[config.mk]
export PLATFORM = sky130hd
export DESIGN_NAME = nexi_uart_fifo_wb
export DESIGN_NICKNAME = d
export VERILOG_FILES = /design/src/rtl/nexi_uart_fifo_wb.sv
export SDC_FILE = /design/constraint.sdc
export NUM_CORES = 1
export LEC_CHECK = 0
export ABC_AREA = 1
export BUFFER_PORTS_ARGS = -buffer_cell sky130_fd_sc_hd__buf_2
export CORE_MARGIN = 5
export CORE_UTILIZATION = 55
export CTS_CLUSTER_SIZE = 28
export DETAILED_ROUTE_END_ITERATION = 7
export GPL_TIMING_DRIVEN = 0
export PLACE_DENSITY = 0.74
export SYNTH_ARGS = -nofsm -noshare
export SYNTH_HDL_FRONTEND = slang
export SYNTH_SLANG_ARGS = --single-unit
[constraint.sdc]
create_clock -name clk_i -period 3.4 [get_ports clk_i]
set_clock_uncertainty 0.05 [all_clocks]
set_input_delay 0.34 -clock clk_i [delete_from_list [all_inputs] [get_ports clk_i]]
set_output_delay 0.34 -clock clk_i [all_outputs]
set_load 0.01 [all_outputs]
[src/rtl/nexi_uart_fifo_wb.sv]
// Wishbone-slave UART: programmable 16x baud divisor, TX/RX byte FIFOs,
// sticky line-status flags and level-based maskable interrupt.

module nexi_uart_fifo_wb_fifo #(
    parameter int AW = 4
) (
    input  logic        clk_i,
    input  logic        rst_ni,
    input  logic        push,
    input  logic [7:0]  wdata,
    input  logic        pop,
    output logic [7:0]  rdata,
    output logic [AW:0] level
);
    localparam int DEPTH = 1 << AW;

    logic [7:0]  mem [DEPTH];
    logic [AW:0] wptr;
    logic [AW:0] rptr;
    logic        empty;
    logic        full;
    logic        do_push;
    logic        do_pop;

    assign level   = wptr - rptr;
    assign empty   = (wptr == rptr);
    assign full    = (wptr[AW] != rptr[AW]) && (wptr[AW-1:0] == rptr[AW-1:0]);
    assign do_pop  = pop && !empty;
    // A same-cycle pop frees the slot the push lands in, so a full FIFO still accepts.
    assign do_push = push && (!full || do_pop);
    assign rdata   = mem[rptr[AW-1:0]];

    always_ff @(posedge clk_i or negedge rst_ni) begin
        if (!rst_ni) begin
            wptr <= '0;
            rptr <= '0;
            for (int i = 0; i < DEPTH; i++) begin
                mem[i] <= '0;
            end
        end else begin
            if (do_push) begin
                mem[wptr[AW-1:0]] <= wdata;
                wptr              <= wptr + 1'b1;
            end
            if (do_pop) begin
                rptr <= rptr + 1'b1;
            end
        end
    end
endmodule

module nexi_uart_fifo_wb #(
    parameter int                   FIFO_AW   = 4,
    parameter int                   DIV_WIDTH = 16,
    parameter logic [DIV_WIDTH-1:0] DIV_RESET = 16'd27,
    parameter int                   RX_THRESH = 1
) (
    input  logic       clk_i,
    input  logic       rst_ni,
    input  logic       cyc_i,
    input  logic       stb_i,
    input  logic       we_i,
    input  logic [2:0] addr_i,
    input  logic [7:0] data_i,
    output logic       ack_o,
    output logic [7:0] data_o,
    output logic       irq_o,
    input  logic       rx_pin,
    output logic       tx_pin
);
    localparam logic [1:0] ST_IDLE  = 2'd0;
    localparam logic [1:0] ST_START = 2'd1;
    localparam logic [1:0] ST_DATA  = 2'd2;
    localparam logic [1:0] ST_STOP  = 2'd3;

    localparam logic [DIV_WIDTH-1:0] DIV_LO_MASK = DIV_WIDTH'(16'h00FF);
    localparam logic [DIV_WIDTH-1:0] DIV_HI_MASK = DIV_WIDTH'(16'hFF00);
    localparam logic [FIFO_AW:0]     RX_THR      = (FIFO_AW + 1)'(RX_THRESH);

    // Bus decode
    logic wb_req;
    logic wr_req;
    logic rd_req;
    logic thr_push;
    logic rbr_pop;
    logic lsr_clr;
    logic div_wr;

    assign wb_req   = cyc_i && stb_i && !ack_o;
    assign wr_req   = wb_req && we_i;
    assign rd_req   = wb_req && !we_i;
    assign thr_push = wr_req && (addr_i == 3'd0);
    assign lsr_clr  = rd_req && (addr_i == 3'd3);
    assign div_wr   = wr_req && ((addr_i == 3'd4) || (addr_i == 3'd5));

    logic [DIV_WIDTH-1:0] div_q;
    logic [DIV_WIDTH-1:0] baud_cnt;
    logic                 tick16;
    logic [2:0]           ier_q;

    assign tick16 = (baud_cnt == div_q);

    always_ff @(posedge clk_i or negedge rst_ni) begin
        if (!rst_ni) begin
            div_q    <= DIV_RESET;
            baud_cnt <= '0;
            ier_q    <= '0;
        end else begin
            if (wr_req && (addr_i == 3'd4)) begin
                div_q <= (div_q & ~DIV_LO_MASK) | DIV_WIDTH'(data_i);
            end
            if (wr_req && (addr_i == 3'd5)) begin
                div_q <= (div_q & ~DIV_HI_MASK) | DIV_WIDTH'({data_i, 8'h00});
            end
            if (wr_req && (addr_i == 3'd1)) begin
                ier_q <= data_i[2:0];
            end
            if (div_wr || tick16) begin
                baud_cnt <= '0;
            end else begin
                baud_cnt <= baud_cnt + 1'b1;
            end
        end
    end

    // FIFOs
    logic [FIFO_AW:0] tx_level;
    logic [FIFO_AW:0] rx_level;
    logic [7:0]       tx_rdata;
    logic [7:0]       rx_rdata;
    logic             tx_empty;
    logic             tx_full;
    logic             rx_empty;
    logic             rx_full;
    logic             tx_pop;
    logic             rx_push;
    logic [7:0]       rx_shift;

    assign tx_empty = (tx_level == '0);
    assign tx_full  = tx_level[FIFO_AW];
    assign rx_empty = (rx_level == '0);
    assign rx_full  = rx_level[FIFO_AW];
    assign rbr_pop  = rd_req && (addr_i == 3'd0) && !rx_empty;

    nexi_uart_fifo_wb_fifo #(.AW(FIFO_AW)) u_tx_fifo (
        .clk_i  (clk_i),
        .rst_ni (rst_ni),
        .push   (thr_push),
        .wdata  (data_i),
        .pop    (tx_pop),
        .rdata  (tx_rdata),
        .level  (tx_level)
    );

    nexi_uart_fifo_wb_fifo #(.AW(FIFO_AW)) u_rx_fifo (
        .clk_i  (clk_i),
        .rst_ni (rst_ni),
        .push   (rx_push),
        .wdata  (rx_shift),
        .pop    (rbr_pop),
        .rdata  (rx_rdata),
        .level  (rx_level)
    );

    // Transmitter: each state lasts 16 ticks; frames start on a tick boundary.
    logic [1:0] tx_state;
    logic [3:0] tx_tcnt;
    logic [2:0] tx_bit;
    logic [7:0] tx_shift;
    logic       tx_bit_end;
    logic       tx_idle_line;

    assign tx_bit_end   = tick16 && (tx_tcnt == 4'd15);
    assign tx_pop       = !tx_empty && ((tick16 && (tx_state == ST_IDLE)) ||
                                        (tx_bit_end && (tx_state == ST_STOP)));
    assign tx_idle_line = tx_empty && (tx_state == ST_IDLE);

    always_ff @(posedge clk_i or negedge rst_ni) begin
        if (!rst_ni) begin
            tx_state <= ST_IDLE;
            tx_tcnt  <= '0;
            tx_bit   <= '0;
            tx_shift <= '0;
            tx_pin   <= 1'b1;
        end else begin
            if (tick16) begin
                tx_tcnt <= tx_tcnt + 1'b1;
            end
            case (tx_state)
                ST_IDLE: begin
                    if (tx_pop) begin
                        tx_state <= ST_START;
                        tx_shift <= tx_rdata;
                        tx_tcnt  <= '0;
                        tx_pin   <= 1'b0;
                    end
                end
                ST_START: begin
                    if (tx_bit_end) begin
                        tx_state <= ST_DATA;
                        tx_bit   <= '0;
                        tx_pin   <= tx_shift[0];
                    end
                end
                ST_DATA: begin
                    if (tx_bit_end) begin
                        if (tx_bit == 3'd7) begin
                            tx_state <= ST_STOP;
                            tx_pin   <= 1'b1;
                        end else begin
                            tx_shift <= tx_shift >> 1;
                            tx_pin   <= tx_shift[1];
                            tx_bit   <= tx_bit + 1'b1;
                        end
                    end
                end
                default: begin
                    if (tx_bit_end) begin
                        if (tx_pop) begin
                            tx_state <= ST_START;
                            tx_shift <= tx_rdata;
                            tx_tcnt  <= '0;
                            tx_pin   <= 1'b0;
                        end else begin
                            tx_state <= ST_IDLE;
                        end
                    end
                end
            endcase
        end
    end

    // Receiver: 2-flop synchroniser, edge detect, mid-bit sampling.
    logic       rx_meta_p0;
    logic       rx_sync_p1;
    logic       rx_dly_p2;
    logic [1:0] rx_state;
    logic [3:0] rx_tcnt;
    logic [2:0] rx_bit;
    logic       rx_fall;
    logic       ferr_set;
    logic       rxovr_set;
    logic       txovf_set;

    assign rx_fall   = rx_dly_p2 && !rx_sync_p1;
    assign rx_push   = (rx_state == ST_STOP) && tick16 && (rx_tcnt == 4'd15);
    assign ferr_set  = rx_push && !rx_sync_p1;
    assign rxovr_set = rx_push && rx_full && !rbr_pop;
    assign txovf_set = thr_push && tx_full && !tx_pop;

    always_ff @(posedge clk_i or negedge rst_ni) begin
        if (!rst_ni) begin
            rx_meta_p0 <= 1'b1;
            rx_sync_p1 <= 1'b1;
            rx_dly_p2  <= 1'b1;
            rx_state   <= ST_IDLE;
            rx_tcnt    <= '0;
            rx_bit     <= '0;
            rx_shift   <= '0;
        end else begin
            rx_meta_p0 <= rx_pin;
            rx_sync_p1 <= rx_meta_p0;
            rx_dly_p2  <= rx_sync_p1;
            if (tick16) begin
                rx_tcnt <= rx_tcnt + 1'b1;
            end
            case (rx_state)
                ST_IDLE: begin
                    if (rx_fall) begin
                        rx_state <= ST_START;
                        rx_tcnt  <= '0;
                    end
                end
                ST_START: begin
                    // Half a bit in: a line that is high again was only a glitch.
                    if (tick16 && (rx_tcnt == 4'd7)) begin
                        if (rx_sync_p1) begin
                            rx_state <= ST_IDLE;
                        end else begin
                            rx_state <= ST_DATA;
                            rx_tcnt  <= '0;
                            rx_bit   <= '0;
                        end
                    end
                end
                ST_DATA: begin
                    if (tick16 && (rx_tcnt == 4'd15)) begin
                        rx_shift <= {rx_sync_p1, rx_shift[7:1]};
                        if (rx_bit == 3'd7) begin
                            rx_state <= ST_STOP;
                        end else begin
                            rx_bit <= rx_bit + 1'b1;
                        end
                    end
                end
                default: begin
                    if (rx_push) begin
                        rx_state <= ST_IDLE;
                    end
                end
            endcase
        end
    end

    // Status, interrupt and bus response
    logic       rxovr_q;
    logic       ferr_q;
    logic       txovf_q;
    logic [7:0] lsr;
    logic [2:0] isr;
    logic [7:0] rd_data;

    assign lsr = {1'b0, txovf_q, ferr_q, rxovr_q, tx_full, tx_idle_line, rx_full, !rx_empty};
    assign isr = {rxovr_q || ferr_q || txovf_q, tx_idle_line, rx_level >= RX_THR};

    always_comb begin
        rd_data = 8'h00;
        case (addr_i)
            3'd0:    rd_data = rx_empty ? 8'h00 : rx_rdata;
            3'd1:    rd_data = {5'd0, ier_q};
            3'd2:    rd_data = {5'd0, isr};
            3'd3:    rd_data = lsr;
            3'd4:    rd_data = div_q[7:0];
            3'd5:    rd_data = 8'(div_q >> 8);
            default: rd_data = 8'h00;
        endcase
    end

    always_ff @(posedge clk_i or negedge rst_ni) begin
        if (!rst_ni) begin
            rxovr_q <= 1'b0;
            ferr_q  <= 1'b0;
            txovf_q <= 1'b0;
            ack_o   <= 1'b0;
            data_o  <= 8'h00;
            irq_o   <= 1'b0;
        end else begin
            rxovr_q <= rxovr_set || (rxovr_q && !lsr_clr);
            ferr_q  <= ferr_set  || (ferr_q  && !lsr_clr);
            txovf_q <= txovf_set || (txovf_q && !lsr_clr);
            ack_o   <= wb_req;
            data_o  <= rd_req ? rd_data : 8'h00;
            irq_o   <= |(isr & ier_q);
        end
    end
endmodule

# Word-level counts from Yosys, hierarchy flattened
# Index checks and enable logic that the tools add are counted.
# W data, S select, Z words.
# word_totals
inputBits,17
out_inout_bits,11
elab_cells,257
reg_bits,362
# op_classes
magnitude_cmp,7
add_sub_neg,11
bitwise_logic,8
n_reduce_logical,79
eq_ne,34
mux,61
# ops
operator,count
$bwmux W128,2
$mux W8,12
$bmux W8 S4,2
$demux W8 S4,2
$mux W16,3
$pmux W8 S6,1
$logic_and A1 B1 Y1,38
$mux W4,7
$pmux W8 S3,1
$mux W2,11
$ne A2 B2 Y1 const B,11
$mux W3,7
$add A5 B1 Y5 const B,4
$ge A5 B5 Y1 const B,4
$not A4 Y5,4
$add A16 B1 Y16 const B,1
$eq A16 B16 Y1,1
$or A16 B8 Y16,1
$or A8 B16 Y16,1
$pmux W4 S2,2
$reduce_and A5 Y1,3
$eq A3 B3 Y1 const B,4
$logic_not A1 Y1,12
$pmux W2 S3,2
30 further kinds,64

# Logic depth before layout (Yosys ltp)
# logic_depth
ltp_word,8
mapped_depth,16
depth_no_buf,16

# By module
# A second synthesis with hierarchy kept.
# unflattened
cells_unflattened,2792
hier_area_um2,20577.2
# modules_own_cells
module,area_each_um2,instances,cells_per_inst,seq_area_each_um2
nexi_uart_fifo_wb_fifo at u_rx_fifo,7976.4,1,1103,3453.3
nexi_uart_fifo_wb_fifo at u_tx_fifo,7973.9,1,1103,3453.3
nexi_uart_fifo_wb,4626.9,1,586,2162.1

# Worst setup path before layout
# Ideal clock, no wire load.
# synth_timing
kind,register to register
startpoint,register u_tx_fifo.rptr[1]
endpoint,register u_tx_fifo.mem[100] (netlist name)
stages_incl_launch_ff,16
synth_period_minus_slack_ps,2651
required_time_ps,3233
setup_slack_ps,749
arrival_ps,2483
path_buffers,3
setup_ps,117
path_cell_list,dfrtp_1 > clkbuf_1 > inv_1 > clkbuf_1 > fa_1 > nand3_1 > nand3_1 > nand2_1 > nor2_1 > nor2_2 > nand2_2 > nand2_4 > buf_6 > nand3_4 > nand2_1 > nand2_1
# synth_between
elab_chain_cells,7
elab_cells_between_ends,12
cone_classes,1 x add/sub; 2 x eq/ne; 9 x reduce/logical
# synth_lines
item,line,text
"start, declared",19,logic [AW:0] rptr;
"start signal, assigned",46,rptr <= rptr + 1'b1;
$sub A5 B5 Y5,25,assign level = wptr - rptr;
$logic_not A5 Y1,139,assign tx_empty = (tx_level == '0);
$logic_not A1 Y1,174,assign tx_pop = !tx_empty && ((tick16 && (tx_state == ST_IDLE)) ||
$logic_and A1 B1 Y1,174,
$logic_and A1 B1 Y1,28,assign do_pop = pop && !empty;
$logic_or A1 B1 Y1 *,30,assign do_push = push && (!full || do_pop);
$logic_and A1 B1 Y1 *,30,
"end signal, assigned by index",42,mem[wptr[AW-1:0]] <= wdata;
"end, declared",17,logic [7:0] mem [DEPTH];
# Mark *: on every way between the ends. The rest lies on a longest branch, timed or not.
# A chain may end at the register's enable or synchronous reset.

# Worst setup path in the final report
# layout_timing
startpoint,register u_rx_fifo.rptr[0]
endpoint,register data_o[6]
# layout_between
elab_chain_cells,7
elab_cells_between_ends,9
cone_classes,1 x add/sub; 6 x mux; 1 x bitwise; 1 x reduce/logical
# layout_lines
item,line,text
"start, declared",19,
"start signal, assigned",46,
$not A4 Y5 (not written as such),31,assign rdata = mem[rptr[AW-1:0]];
$bmux W8 S4,31,
$mux W8 (not written as such) (2 in a row),31,
$mux W8 *,319,3'd0: rd_data = rx_empty ? 8'h00 : rx_rdata;
$pmux W8 S6 *,318,case (addr_i)
$mux W8 *,342,data_o <= rd_req ? rd_data : 8'h00;
"end signal, assigned",342,
"end, declared",66,"output logic [7:0] data_o,"
# Mark *: on every way between the ends. The rest lies on a longest branch, timed or not. The select of a mux whose other input is x is not followed.

==> out/qor.txt <==
status - finished, violations left
failing checks - negative setup slack
Post-DP HPWL - 41400 um
GPL Wtd Cong - 1.02
Leakage - 11.0 nW
first-pass GRT wire length - 93300 um
ys async rst share - 100%
sequential share of power - 40.9%
area of the core - 33700 um2
Avg Cell Area, Syn - 7.70 um2
Worst-Margin Slew - 1180 ps
P_sw - 3.72 mW
routed via count - 17900
power per cell area - 550 nW/um2
Initial DRC Count - 2197
Clock Power Share - 39.1%
DRC - 0
I/O pins - 28
peak supply drop - 0.444 mV
final setup fails - 1
row count - 67
pre-CTS setup slack - -278 ps
critical path launch point type - flop
Comb pwr share - 20.0%
number of flops mapped to enable cells by yosys - 0
die area - 38200 um2
H-tree Lvls - 2
Max Freq - 291 MHz
Cell Area, Synth - 18900 um2
crit path max fanout - 10
total congestion overflow - 0
synth warn - 0
CTS sink cnt - 362
Final WS setup - -38.3 ps
Slew Limit Fails - 0
Mapped Nets - 2505
Root Buffer - clkbuf_16
slew margin rel. - 21.3%
antenna violations before repair - 1
Max Cap Viol - 0
sequential fraction of the synthesis area - 48.0%
area delta synth->final - 11.5%
Synth Instances - 2456
CP Data Required Time - 3780 ps
largest net degree at the start of global routing - 117
Die Ht - 195 um
clock buffer depth - 3
DRT Wirelength - 59200 um
Tot GR Track Use - 30.5%
port buffer count - 19
Final Util - 62.5%
number of global-route vias before repair - 17000
Hold Fails Final Rpt - 0
worst path arrival time - 3820 ps
Worst Setup End Kind - flop
# fillers - 2977
synth unique cells - 48
DRT antenna net count - 0
Reg clk slew, reported paths - 60 ps
n_diodes - 0
RSZ-0062 raised after global routing - no
clk_lat worst skew - 560 ps
initial core utilization - 56.1%
Final period util - 101%
critical path class - flop to flop
drt wl/cell - 19.7 um
Synth Register Bits - 362
Final #Nets - 2572
Sw Ratio - 32.1%
DIE WIDTH - 195 um
post-DR vias/cell - 5.96
Hold WC Path Type - input port to flop
Period minus WS final - 3440 ps
Primary FF master, synth - dfrtp_1
CTS Buf Count - 41
DRT Pass-1 Iters - 6
CTS tree - yes
layout cells sized above 1 - 7.40%
Cell Int Power - 7.86 mW
[critical path: stages (launching register included)]
cell      delay [ps]
dfrtp_1          460
clkbuf_1         550
buf_1            680
nor2_1           140
o31ai_1          760
nand2_1          160
a21oi_1          160
nand3_1          100
a21oi_1          250
[metal layers]
metal  GRT usage (%)  part of all wire, %
met1            42.0                   40
met3            9.72                   12
met4            10.9                  3.6
met5               0                0.022
met2            45.6                   44
[worst paths after layout]
path | from | end | slack (ps) | cells past startpoint
setup / recovery | u_rx_fifo.rptr[0]$_DFFE_PN0P_ | data_o[6]$_DFF_PN0_ | -40 | 8
hold / removal | stb_i | ack_o$_DFF_PN0_ | 90 | 3
setup reg to reg | u_rx_fifo.rptr[0]$_DFFE_PN0P_ | data_o[6]$_DFF_PN0_ | -40 | 8
hold reg to reg | rx_meta_p0$_DFF_PN1_ | rx_sync_p1$_DFF_PN1_ | 310 | 0
max in group asynchronous | rst_ni | u_rx_fifo.mem[117]$_DFFE_PN0P_ | 1730 | 4
min in group asynchronous | rst_ni | baud_cnt[7]$_DFF_PN0_ | 250 | 2
[kinds of logic after synthesis]
group	Yosys count	synth area share, %
DFF	362	48.0
and+or+nand+nor	1495	34.5
buffers and inverters	262	5.91
AOI/OAI and AO/OA	278	8.12
xor gates and xnor gates	24	1.15
adders and majority gates	32	2.20
muxes	3	0.172
[timing repair]
item / in CTS / in global routing
hold buffers: 2 / 0
resized for setup: 2 / 6
setup endpoints to repair: 257 / 266
cloned: 0 / 0
buffers inserted: 1 / 3
endpoints found under the hold margin: 50 / 0
[area by class of cell]
cell class,count,area [um2],area share [%]
Sequential cell,362,9070,43.0
Multi-Input combinational cell,1832,8720,41.4
Clock buffer,59,1240,5.87
Buffer,128,617,2.93
Tap cell,448,561,2.66
Inverter,130,499,2.37
Timing Repair Buffer,28,238,1.13
Clock inverter,15,138,0.653
[power by group through the flow]
stage | clock (mW) | combinational, mW | sequential [mW]
after floorplan | 0 | 1.45 | 4.75
after global placement | 0 | 2.14 | 4.80
after detailed placement | 0 | 2.21 | 4.81
after CTS | 4.55 | 2.23 | 4.74
after global routing | 4.73 | 2.53 | 4.77
final | 4.53 | 2.32 | 4.74
[placed cells by master, fill, tap and decap left out, types with 4 or more instances in the layout]
cell and count:
nand2_1 869, dfrtp_1 352, nand3_1 228, nor2_1 208, o21ai_0 141, nand4_1 137, inv_1 118, clkbuf_1 81
a21oi_1 76, clkbuf_16 43, buf_2 35, ha_1 30, o22ai_1 23, xor2_1 20, buf_1 15, nand2_2 12
buf_4 12, buf_6 11, nor3_1 10, nand3_4 10, clkinv_2 10, clkbuf_8 10, a22oi_1 9, o211ai_1 9
dfstp_2 8, o31ai_1 7, inv_2 5, clkinvlp_4 4, nand3b_1 4, clkinv_1 4, nand3_2 4
[state kept, by name, indices dropped and copies added (netlist names), 3 cells and up]
register,flops
u_tx_fifo.mem,128
baud_cnt,16
rx_shift,8
div_q,16
u_tx_fifo.wptr,5
tx_tcnt,4
u_rx_fifo.rptr,5
u_rx_fifo.wptr,5
tx_shift,8
u_rx_fifo.mem,128
u_tx_fifo.rptr,5
rx_tcnt,4
ier_q,3
data_o,8
rx_bit,3
tx_bit,3
[through the flow]
step	setup TNS (ps)	area [um2]	total power [mW]	instances	hold WS (ps)
6_report	-38.3	21100	11.6	3002	88.5
5_1_grt	0	21100	12.0	3002	105
3_3_place_gp	-1813750	19600	6.95	2923	298
4_1_cts	0	21000	11.5	3000	84.3
3_5_place_dp	-36620	19700	7.02	2926	238
2_1_floorplan	0	18900	6.20	2456	-5.59
[synth_stat cells, types with 2 or more instances]
| library cell | number | area [um2] |
|---|---|---|
| a21oi_1 | 76 | 380 |
| a22o_1 | 3 | 26.3 |
| a22oi_1 | 9 | 67.6 |
| a32o_1 | 3 | 30.0 |
| buf_1 | 15 | 56.3 |
| buf_2 | 17 | 85.1 |
| buf_4 | 8 | 60.1 |
| buf_6 | 11 | 124 |
| clkbuf_1 | 81 | 304 |
| clkinv_1 | 5 | 18.8 |
| dfrtp_1 | 354 | 8860 |
| dfstp_2 | 8 | 210 |
| fa_1 | 2 | 40.0 |
| ha_1 | 30 | 375 |
| inv_1 | 120 | 450 |
| inv_2 | 5 | 18.8 |
| mux2_2 | 2 | 22.5 |
| nand2_1 | 869 | 3260 |
| nand2_2 | 12 | 75.1 |
| nand3_1 | 228 | 1140 |
| nand3_2 | 4 | 40.0 |
| nand3_4 | 10 | 175 |
| nand3b_1 | 4 | 30.0 |
| nand4_1 | 137 | 857 |
| nor2_1 | 208 | 781 |
| nor2_2 | 2 | 12.5 |
| nor2_4 | 2 | 22.5 |
| nor3_1 | 10 | 50.1 |
| nor3b_1 | 2 | 15.0 |
| nor4_1 | 2 | 12.5 |
| o211ai_1 | 9 | 67.6 |
| o21ai_0 | 141 | 706 |
| o22ai_1 | 23 | 144 |
| o31ai_1 | 7 | 52.6 |
| or2_2 | 3 | 18.8 |
| xnor2_1 | 3 | 26.3 |
| xor2_1 | 20 | 175 |
(Power assumes the default switching activity.)
